[src/rtl/anc_pkg.sv]
// Types and constants shared by the ANC front end: sample type, I2S receiver
// FSM states and capture widths.
package anc_pkg;
  localparam int DATA_BITS = 24;
  localparam int OUT_BITS  = 16;

  typedef logic signed [OUT_BITS-1:0] sample_t;

  typedef enum logic [1:0] {
    ST_IDLE,
    ST_SYNC,
    ST_LEFT,
    ST_RIGHT
  } i2s_state_t;
endpackage

[src/rtl/i2s_clkgen.sv]
// I2S bit clock / word select generator. Strobes rise/fall mark the clk edge on
// which bclk toggles; everything parks at zero while run is low.
module i2s_clkgen #(
  parameter int BCLK_HALF = 16,
  parameter int SLOT_BITS = 32
) (
  input  logic       clk,
  input  logic       rst_n,
  input  logic       run,
  output logic       bclk,
  output logic       ws,
  output logic       rise,
  output logic       fall,
  output logic [5:0] bit_idx
);
  localparam logic [7:0] DIV_LAST = 8'(BCLK_HALF - 1);
  localparam logic [5:0] BIT_LAST = 6'(SLOT_BITS - 1);

  logic [7:0] div_cnt;
  logic       wrap;

  assign wrap = run && (div_cnt == DIV_LAST);
  assign rise = wrap && !bclk;
  assign fall = wrap && bclk;

  always_ff @(posedge clk or negedge rst_n) begin
    if (!rst_n) begin
      div_cnt <= '0;
      bclk    <= 1'b0;
      ws      <= 1'b0;
      bit_idx <= '0;
    end else if (!run) begin
      div_cnt <= '0;
      bclk    <= 1'b0;
      ws      <= 1'b0;
      bit_idx <= '0;
    end else begin
      div_cnt <= wrap ? 8'd0 : div_cnt + 8'd1;
      if (wrap) bclk <= ~bclk;
      // ws only ever moves together with a bclk fall
      if (fall) begin
        if (bit_idx == BIT_LAST) begin
          bit_idx <= '0;
          ws      <= ~ws;
        end else begin
          bit_idx <= bit_idx + 6'd1;
        end
      end
    end
  end
endmodule

[src/rtl/mic_i2s_rx.sv]
// I2S microphone receiver: drives bclk/ws, captures the 24-bit left word and
// delivers a rounded, saturated 16-bit sample with a one-cycle ready strobe.
module mic_i2s_rx
  import anc_pkg::*;
#(
  parameter int BCLK_HALF = 16,
  parameter int SLOT_BITS = 32
) (
  input  logic               clk_in,
  input  logic               rst_n_in,
  input  logic               en_in,
  output logic               bclk_out,
  output logic               ws_out,
  input  logic               sd_in,
  output logic signed [15:0] sample_out,
  output logic               ready_out
);
  localparam logic [5:0] BIT_LAST = 6'(SLOT_BITS - 1);
  localparam logic [5:0] CAP_LAST = 6'(DATA_BITS);

  function automatic sample_t round_sat(input logic signed [DATA_BITS-1:0] d);
    logic [OUT_BITS-1:0] hi;
    logic                half;
    hi   = d[DATA_BITS-1:DATA_BITS-OUT_BITS];
    half = d[DATA_BITS-OUT_BITS-1];
    if (hi == 16'h7FFF && half) return sample_t'(16'h7FFF);
    return sample_t'(hi + {15'd0, half});
  endfunction

  logic rst_meta, rst_n_sync;

  always_ff @(posedge clk_in or negedge rst_n_in) begin
    if (!rst_n_in) begin
      rst_meta   <= 1'b0;
      rst_n_sync <= 1'b0;
    end else begin
      rst_meta   <= 1'b1;
      rst_n_sync <= rst_meta;
    end
  end

  i2s_state_t state, state_nxt;
  logic       rise, fall, slot_end, run;
  logic [5:0] bit_idx;

  assign run      = (state != ST_IDLE);
  assign slot_end = fall && (bit_idx == BIT_LAST);

  i2s_clkgen #(
    .BCLK_HALF(BCLK_HALF),
    .SLOT_BITS(SLOT_BITS)
  ) u_clkgen (
    .clk    (clk_in),
    .rst_n  (rst_n_sync),
    .run    (run),
    .bclk   (bclk_out),
    .ws     (ws_out),
    .rise   (rise),
    .fall   (fall),
    .bit_idx(bit_idx)
  );

  always_ff @(posedge clk_in or negedge rst_n_sync) begin
    if (!rst_n_sync) state <= ST_IDLE;
    else             state <= state_nxt;
  end

  // Stopping is only honoured at a frame boundary (end of the right slot)
  always_comb begin
    state_nxt = state;
    case (state)
      ST_IDLE:  if (en_in) state_nxt = ST_SYNC;
      ST_SYNC:  if (slot_end && ws_out) state_nxt = en_in ? ST_LEFT : ST_IDLE;
      ST_LEFT:  if (slot_end) state_nxt = ST_RIGHT;
      ST_RIGHT: if (slot_end) state_nxt = en_in ? ST_LEFT : ST_IDLE;
      default:  state_nxt = ST_IDLE;
    endcase
  end

  logic                        drop_p0, vld_p0, cap_bit;
  logic signed [DATA_BITS-1:0] shreg_p0;

  assign cap_bit = rise && (state == ST_LEFT) && (bit_idx != 6'd0) && (bit_idx <= CAP_LAST);

  // Stage p0: shift in left-slot bits; drop_p0 remembers an en_in dropout in
  // this left slot so a partial word is never emitted
  always_ff @(posedge clk_in or negedge rst_n_sync) begin
    if (!rst_n_sync) begin
      shreg_p0 <= '0;
      drop_p0  <= 1'b0;
      vld_p0   <= 1'b0;
    end else begin
      if (cap_bit) shreg_p0 <= {shreg_p0[DATA_BITS-2:0], sd_in};
      if (slot_end && state != ST_LEFT) drop_p0 <= 1'b0;
      else if (state == ST_LEFT && !en_in) drop_p0 <= 1'b1;
      vld_p0 <= rise && (state == ST_LEFT) && (bit_idx == CAP_LAST) && en_in && !drop_p0;
    end
  end

  // Stage p1: round/saturate and publish
  always_ff @(posedge clk_in or negedge rst_n_sync) begin
    if (!rst_n_sync) begin
      sample_out <= '0;
      ready_out  <= 1'b0;
    end else begin
      ready_out <= vld_p0;
      if (vld_p0) sample_out <= round_sat(shreg_p0);
    end
  end
endmodule

[config.mk]
export PLATFORM = sky130hd
export DESIGN_NAME = mic_i2s_rx
export DESIGN_NICKNAME = d
export VERILOG_FILES = /design/src/rtl/anc_pkg.sv /design/src/rtl/i2s_clkgen.sv /design/src/rtl/mic_i2s_rx.sv
export SDC_FILE = /design/constraint.sdc
export NUM_CORES = 1
export LEC_CHECK = 0
export CAP_MARGIN = 20
export CORE_ASPECT_RATIO = 1.2
export CORE_MARGIN = 2
export CORE_UTILIZATION = 35
export DETAILED_ROUTE_END_ITERATION = 10
export GPL_ROUTABILITY_DRIVEN = 0
export PLACE_DENSITY = 0.52
export SYNTH_ARGS = -nofsm -noshare
export SYNTH_HDL_FRONTEND = slang
export SYNTH_SLANG_ARGS = --single-unit
export TNS_END_PERCENT = 20
[constraint.sdc]
create_clock -name clk_in -period 2.4 [get_ports clk_in]
set_input_delay 0.36 -clock clk_in [delete_from_list [all_inputs] [get_ports clk_in]]
set_output_delay 0.36 -clock clk_in [all_outputs]
set_load 0.01 [all_outputs]
Word-level counts from Yosys, hierarchy flattened
Index checks and enable logic that the tools add are counted.
{"block": "totals", "ff_bits": 63, "output_inout_bits": 19, "elab_cells": 78}
{"block": "op_classes", "order_cmp": 1, "n_eq_ne": 15, "n_bitwise": 2, "n_reduce_logical": 23, "n_addsub": 3, "n_mux": 22}
{"operator": "two-way mux 16 bit", "n": 2}
{"operator": "two-way mux 6 bit", "n": 3}
{"operator": "adder 16 x 1 -> 16 bit", "n": 1}
{"operator": "== test 16 x 15 -> 1 bit, second input constant", "n": 1}
{"operator": "two-way mux 8 bit", "n": 2}
{"operator": "!= test 2 bit, second input constant", "n": 8}
{"operator": "logical AND 1 bit", "n": 14}
{"operator": "== test 6 x 5 -> 1 bit, second input constant", "n": 2}
{"operator": "two-way mux 2 bit", "n": 5}
{"operator": "two-way mux 1 bit", "n": 9}
{"operator": "adder 8 x 1 -> 8 bit, second input constant", "n": 1}
{"operator": "== test 8 x 4 -> 1 bit, second input constant", "n": 1}
{"operator": "case mux 2 bit (4 select lines)", "n": 1}
{"operator": "adder 6 x 1 -> 6 bit, second input constant", "n": 1}
{"operator": "<= comparator 6 x 5 -> 1 bit, second input constant", "n": 1}
{"operator": "nonzero test 6 bit", "n": 1}
{"operator": "== test 2 bit, second input constant", "n": 2}
{"operator": "AND reduction 4 bit", "n": 1}
{"operator": "nonzero test 2 bit", "n": 2}
{"operator": "zero test 1 bit", "n": 3}
{"operator": "== test 2 x 1 -> 1 bit, second input constant", "n": 1}
{"operator": "zero test 2 bit", "n": 1}
{"operator": "NOT 1 bit", "n": 2}
{"operator": "AND reduction 2 bit", "n": 1}

Logic depth before layout (Yosys ltp)
{"block": "logic_depth", "depth_word": 7, "depth_mapped": 8, "depth_no_buf": 7}

Modules after synthesis
Synthesis repeated with hierarchy kept, for this count alone.
{"block": "unflattened", "cells_unflattened": 280, "hier_area_um2": 3074.2}
{"mod": "mic_i2s_rx", "area_per_inst_um2": 2218.4, "seq_area_each_um2": 1176.1, "n_inst": 1, "cells_each": 191}
{"mod": "i2s_clkgen", "area_per_inst_um2": 855.8, "seq_area_each_um2": 400.4, "n_inst": 1, "cells_each": 89}

Least setup slack after synthesis
OpenSTA, ideal clock, no wires.
{"block": "synth_timing", "path_kind": "reg2reg", "from": "register u_clkgen.div_cnt[4]", "to": "register with a tool-made name", "setup_slack_ps": 500, "arrival_time_ps": 1774, "stages_incl_launch_ff": 5, "required_time_ps": 2274, "path_buffers": 0, "path_cell_list": "dfrtp_1 -> or4_4 -> nor4b_4 -> nand2_2 -> o32a_1"}
{"element": "start, declared", "line_no": "i2s_clkgen.sv:19", "text": "logic [7:0] div_cnt;"}
{"element": "start signal, assigned", "line_no": "i2s_clkgen.sv:38", "text": "div_cnt <= wrap ? 8'd0 : div_cnt + 8'd1;"}

==> qor_table.md <==
| Result | Reported | Unit |
|---|---|---|
| Routed Antenna Nets | 0 | - |
| Post-CTS setup buffer count | 0 | - |
| Fraction of post-synthesis cell area in the top cell type by area | 55.0 | % |
| Dpl cells | 368 | - |
| Post-route DRC violation count | 0 | - |
| CTS HTree Levels | 3 | - |
| Max VDD drop | 282 | uV |
| Height of the die | 103 | um |
| Post-Layout Cell Count | 384 | - |
| Total Negative Setup Slacks | 0 | ns |
| Total detailed-routing wirelength | 5010 | um |
| Number of violations reported at the end of detailed-routing iteration 0 | 79 | - |
| Pre-Repair DR Iteration Count | 6 | - |
| Required time reported for the critical path endpoint | 2.62 | ns |
| Worst path max stage delay | 0.60 | ns |
| Vias after detailed routing | 1925 | - |
| Kind of start point of the critical path | register | - |
| Net count of the finished layout | 293 | - |
| Leakage power | 1.54 | nW |
| Highest clock frequency the design can meet | 495 | MHz |
| Number of antenna violations at the first check in global routing | 0 | - |
| Vias in the first global route | 1833 | - |
| Clock Latency Late Sink | 0.34 | ns |
| Crit path buffers/inverters | 0 | - |
| Initial standard-cell utilization of the core | 35.7 | % |
| Hpwl dp | 3490 | um |
| Sequence of cells on the critical path | or4_4, nor4b_4, nand2_2, o32a_1 | - |
| Placement Cell Area | 3220 | um^2 |
| Final cell area excluding filler cells | 3430 | um^2 |
| Buffer type at the clock tree root | sky130_fd_sc_hd__clkbuf_8 | - |
| Clock tree from TritonCTS | yes | - |
| Maximum number of pins on one net before global-route repair | 42 | - |
| Library cell occupying the most area in the post-synthesis netlist | sky130_fd_sc_hd__dfrtp_1 | - |
| Register bit total from synthesis | 63 | - |
| Post-route clock period utilization | 84.2 | % |
| Total congestion overflow | 0 | - |
| # hold bufs at CTS | 0 | - |
| Number of enable flip-flop cells after synthesis | 0 | - |
| Fin. max-slew vios | 0 | - |
| Cell variety after synth | 43 | - |
| Ports | 23 | - |
| Resized cells post-CTS | 0 | - |
| Die extent in x | 86.6 | um |
| Status | finished, final reports clean | - |
| Worst-path maximum fanout | 7 | - |
| Smallest hold slack | 0.183 | ns |
| Final Hold Violating Endpoints | 0 | - |
| Most frequently used flop master after synthesis | sky130_fd_sc_hd__dfrtp_1 | - |
| Layout cell share with drive strength beyond 1 | 17.6 | % |
| Post-route clock skew | 0.0102 | ns |
| Shortest period the worst path allows | 2.02 | ns |
| Overall die area | 8930 | um^2 |
| Ranking of synthesized cells by area | sky130_fd_sc_hd__dfrtp_1, sky130_fd_sc_hd__mux2_2, sky130_fd_sc_hd__nor2_1 | - |
| Yosys synthesis warning count | 0 | - |
| Ant diodes | 0 | - |
| Area delta synth->final | 19.8 | % |
| Class of the most critical hold timing path | input pin to async pin | - |
| Clk pin slew, worst setup/hold paths | 0.07 | ns |
| Critical Path Slowest Stage Cell | sky130_fd_sc_hd__or4_4 | - |
| Wire length of the first global-routing pass | 8570 | um |
| # rows | 36 | - |
| PortBufs | 22 | - |
| Share of synthesized registers carrying an async set or reset | 100 | % |
| WL per Instance | 13.0 | um |
| Clock buffer depth | 2 | - |
| Post-synthesis area per instance | 11.4 | um^2 |
| Final setup violating endpoints | 0 | - |
| Kind of critical path | register to register | - |
| Reported max-cap violation count | 0 | - |
| Cells after synthesis | 252 | - |
| Ratio of routed vias to standard cells | 5.01 | - |
| TritonCTS Buffers | 9 | - |
| Setup crit end kind | register | - |
| TritonCTS Sinks | 63 | - |
| Top Family by Delay on Critical Path | simple AND/OR/NAND/NOR gates | - |
| Synth Cell Area | 2870 | um^2 |
| Global-route usage over all layers | 12.7 | % |
| Portion of the post-synthesis area used by sequential elements | 55.0 | % |
| Setup repair after global routing missed its margin | no | - |
| Synthesized netlist net count | 261 | - |
| Worst path arrival time | 2.24 | ns |
| Power Density | 619 | nW/um^2 |
| Core outline area | 8020 | um^2 |
[worst reg2reg max path: stages, from the launching register on]
cell and delay [ns]:
sky130_fd_sc_hd__dfrtp_1 0.42, sky130_fd_sc_hd__or4_4 0.60, sky130_fd_sc_hd__nor4b_4 0.41, sky130_fd_sc_hd__nand2_2 0.17, sky130_fd_sc_hd__o32a_1 0.31
[cells by family after synthesis]
logic type / Yosys count / share of synthesized area [%]
buffers and inverters: 16 / 2.45
XOR/XNOR: 23 / 7.03
multiplexers: 25 / 9.78
flip-flops: 63 / 55.0
other: 1 / 0.131
adder cells (fa/ha/maj): 5 / 2.18
AO/OA/AOI/OAI: 29 / 6.68
AND/OR/NAND/NOR: 90 / 16.7
[Yosys cell counts, types with 2 or more instances]
cell / n
sky130_fd_sc_hd__dfrtp_1: 63
sky130_fd_sc_hd__nor2_1: 33
sky130_fd_sc_hd__mux2_2: 24
sky130_fd_sc_hd__nand2_1: 15
sky130_fd_sc_hd__xnor2_1: 12
sky130_fd_sc_hd__xor2_1: 11
sky130_fd_sc_hd__inv_1: 10
sky130_fd_sc_hd__a31oi_1: 9
sky130_fd_sc_hd__nand3_1: 8
sky130_fd_sc_hd__o21ai_0: 7
sky130_fd_sc_hd__nand4_1: 6
sky130_fd_sc_hd__and3_1: 5
sky130_fd_sc_hd__ha_1: 5
sky130_fd_sc_hd__nor3_1: 4
sky130_fd_sc_hd__clkbuf_1: 3
sky130_fd_sc_hd__nor4_1: 3
sky130_fd_sc_hd__o22a_1: 3
sky130_fd_sc_hd__a21oi_1: 2
sky130_fd_sc_hd__and4_1: 2
sky130_fd_sc_hd__buf_2: 2
sky130_fd_sc_hd__nor2b_1: 2
sky130_fd_sc_hd__o31ai_1: 2
[layer usage]
| metal | GRT usage (%) | share of wire, % |
|---|---|---|
| met1 | 14.6 | 45 |
| met2 | 20.9 | 49 |
| met5 | 0 | 0 |
| met4 | 6.49 | 1.8 |
| met3 | 4.32 | 3.9 |
[flip-flops by register name (all words and copies together) (netlist names), named ones only]
| register | count |
|---|---|
| u_clkgen.bclk | 1 |
| shreg_p0 | 24 |
| u_clkgen.div_cnt | 8 |
| u_clkgen.bit_idx | 6 |
| sample_out | 16 |
| u_clkgen.ws | 1 |
| rst_n_sync | 1 |
| vld_p0 | 1 |
| drop_p0 | 1 |
| state | 1 |
| ready_out | 1 |
| rst_meta | 1 |
[power breakdown]
part | internal, mW | switching, mW | leakage [nW]
sequential | 1.08 | 0.0140 | 0.800
combinational | 0.0364 | 0.0298 | 0.634
clock | 0.566 | 0.402 | 0.103
total | 1.68 | 0.445 | 1.54
[final timing paths]
check / from / end / slack, ns / cells after the start
max: u_clkgen.div_cnt[4] / register / 0.38 / 4
min: rst_n_in / rst_meta / 0.18 / 1
max reg2reg: u_clkgen.div_cnt[4] / register / 0.38 / 4
min reg2reg: rst_n_sync / u_clkgen.div_cnt[2] / 0.23 / 0
max in group asynchronous: rst_n_sync / vld_p0 / 1.58 / 1
min in group clk_in: rst_meta / rst_n_sync / 0.35 / 0
[layout make-up]
class                      instances  area (um^2)
fill                             795         4580
sequential                        63         1580
multi-input combinational        173         1220
timing repair buffer              27          270
clock buffer                      14          173
tap                               95          119
clock inverter                     2         37.5
inverter                          10         37.5
[cell usage in the layout (no fill, tap or decap), types with 3 or more instances in the layout]
cell                              count
sky130_fd_sc_hd__clkdlybuf4s50_1     22
sky130_fd_sc_hd__nand2_1             15
sky130_fd_sc_hd__o21ai_0              7
sky130_fd_sc_hd__xnor2_1             12
sky130_fd_sc_hd__a31oi_1              9
sky130_fd_sc_hd__nand4_1              6
sky130_fd_sc_hd__ha_1                 5
sky130_fd_sc_hd__inv_1               10
sky130_fd_sc_hd__dfrtp_1             62
sky130_fd_sc_hd__nor3_1               4
sky130_fd_sc_hd__clkbuf_8            12
sky130_fd_sc_hd__nand3_1              8
sky130_fd_sc_hd__o22a_1               3
sky130_fd_sc_hd__nor2_1              33
sky130_fd_sc_hd__mux2_2              24
sky130_fd_sc_hd__nor4_1               3
sky130_fd_sc_hd__xor2_1              11
sky130_fd_sc_hd__and3_1               5
sky130_fd_sc_hd__buf_4                4
[metrics by stage]
step	setup WS, ns	power [mW]	utilization [%]
2_1_floorplan	0.500	1.14	-
3_3_place_gp	0.415	1.18	40.2
3_5_place_dp	0.371	1.18	40.2
4_1_cts	0.365	2.17	42.8
5_1_grt	0.257	2.22	42.8
6_report	0.378	2.13	42.8
Note: power is estimated with default switching activity, not from simulation.
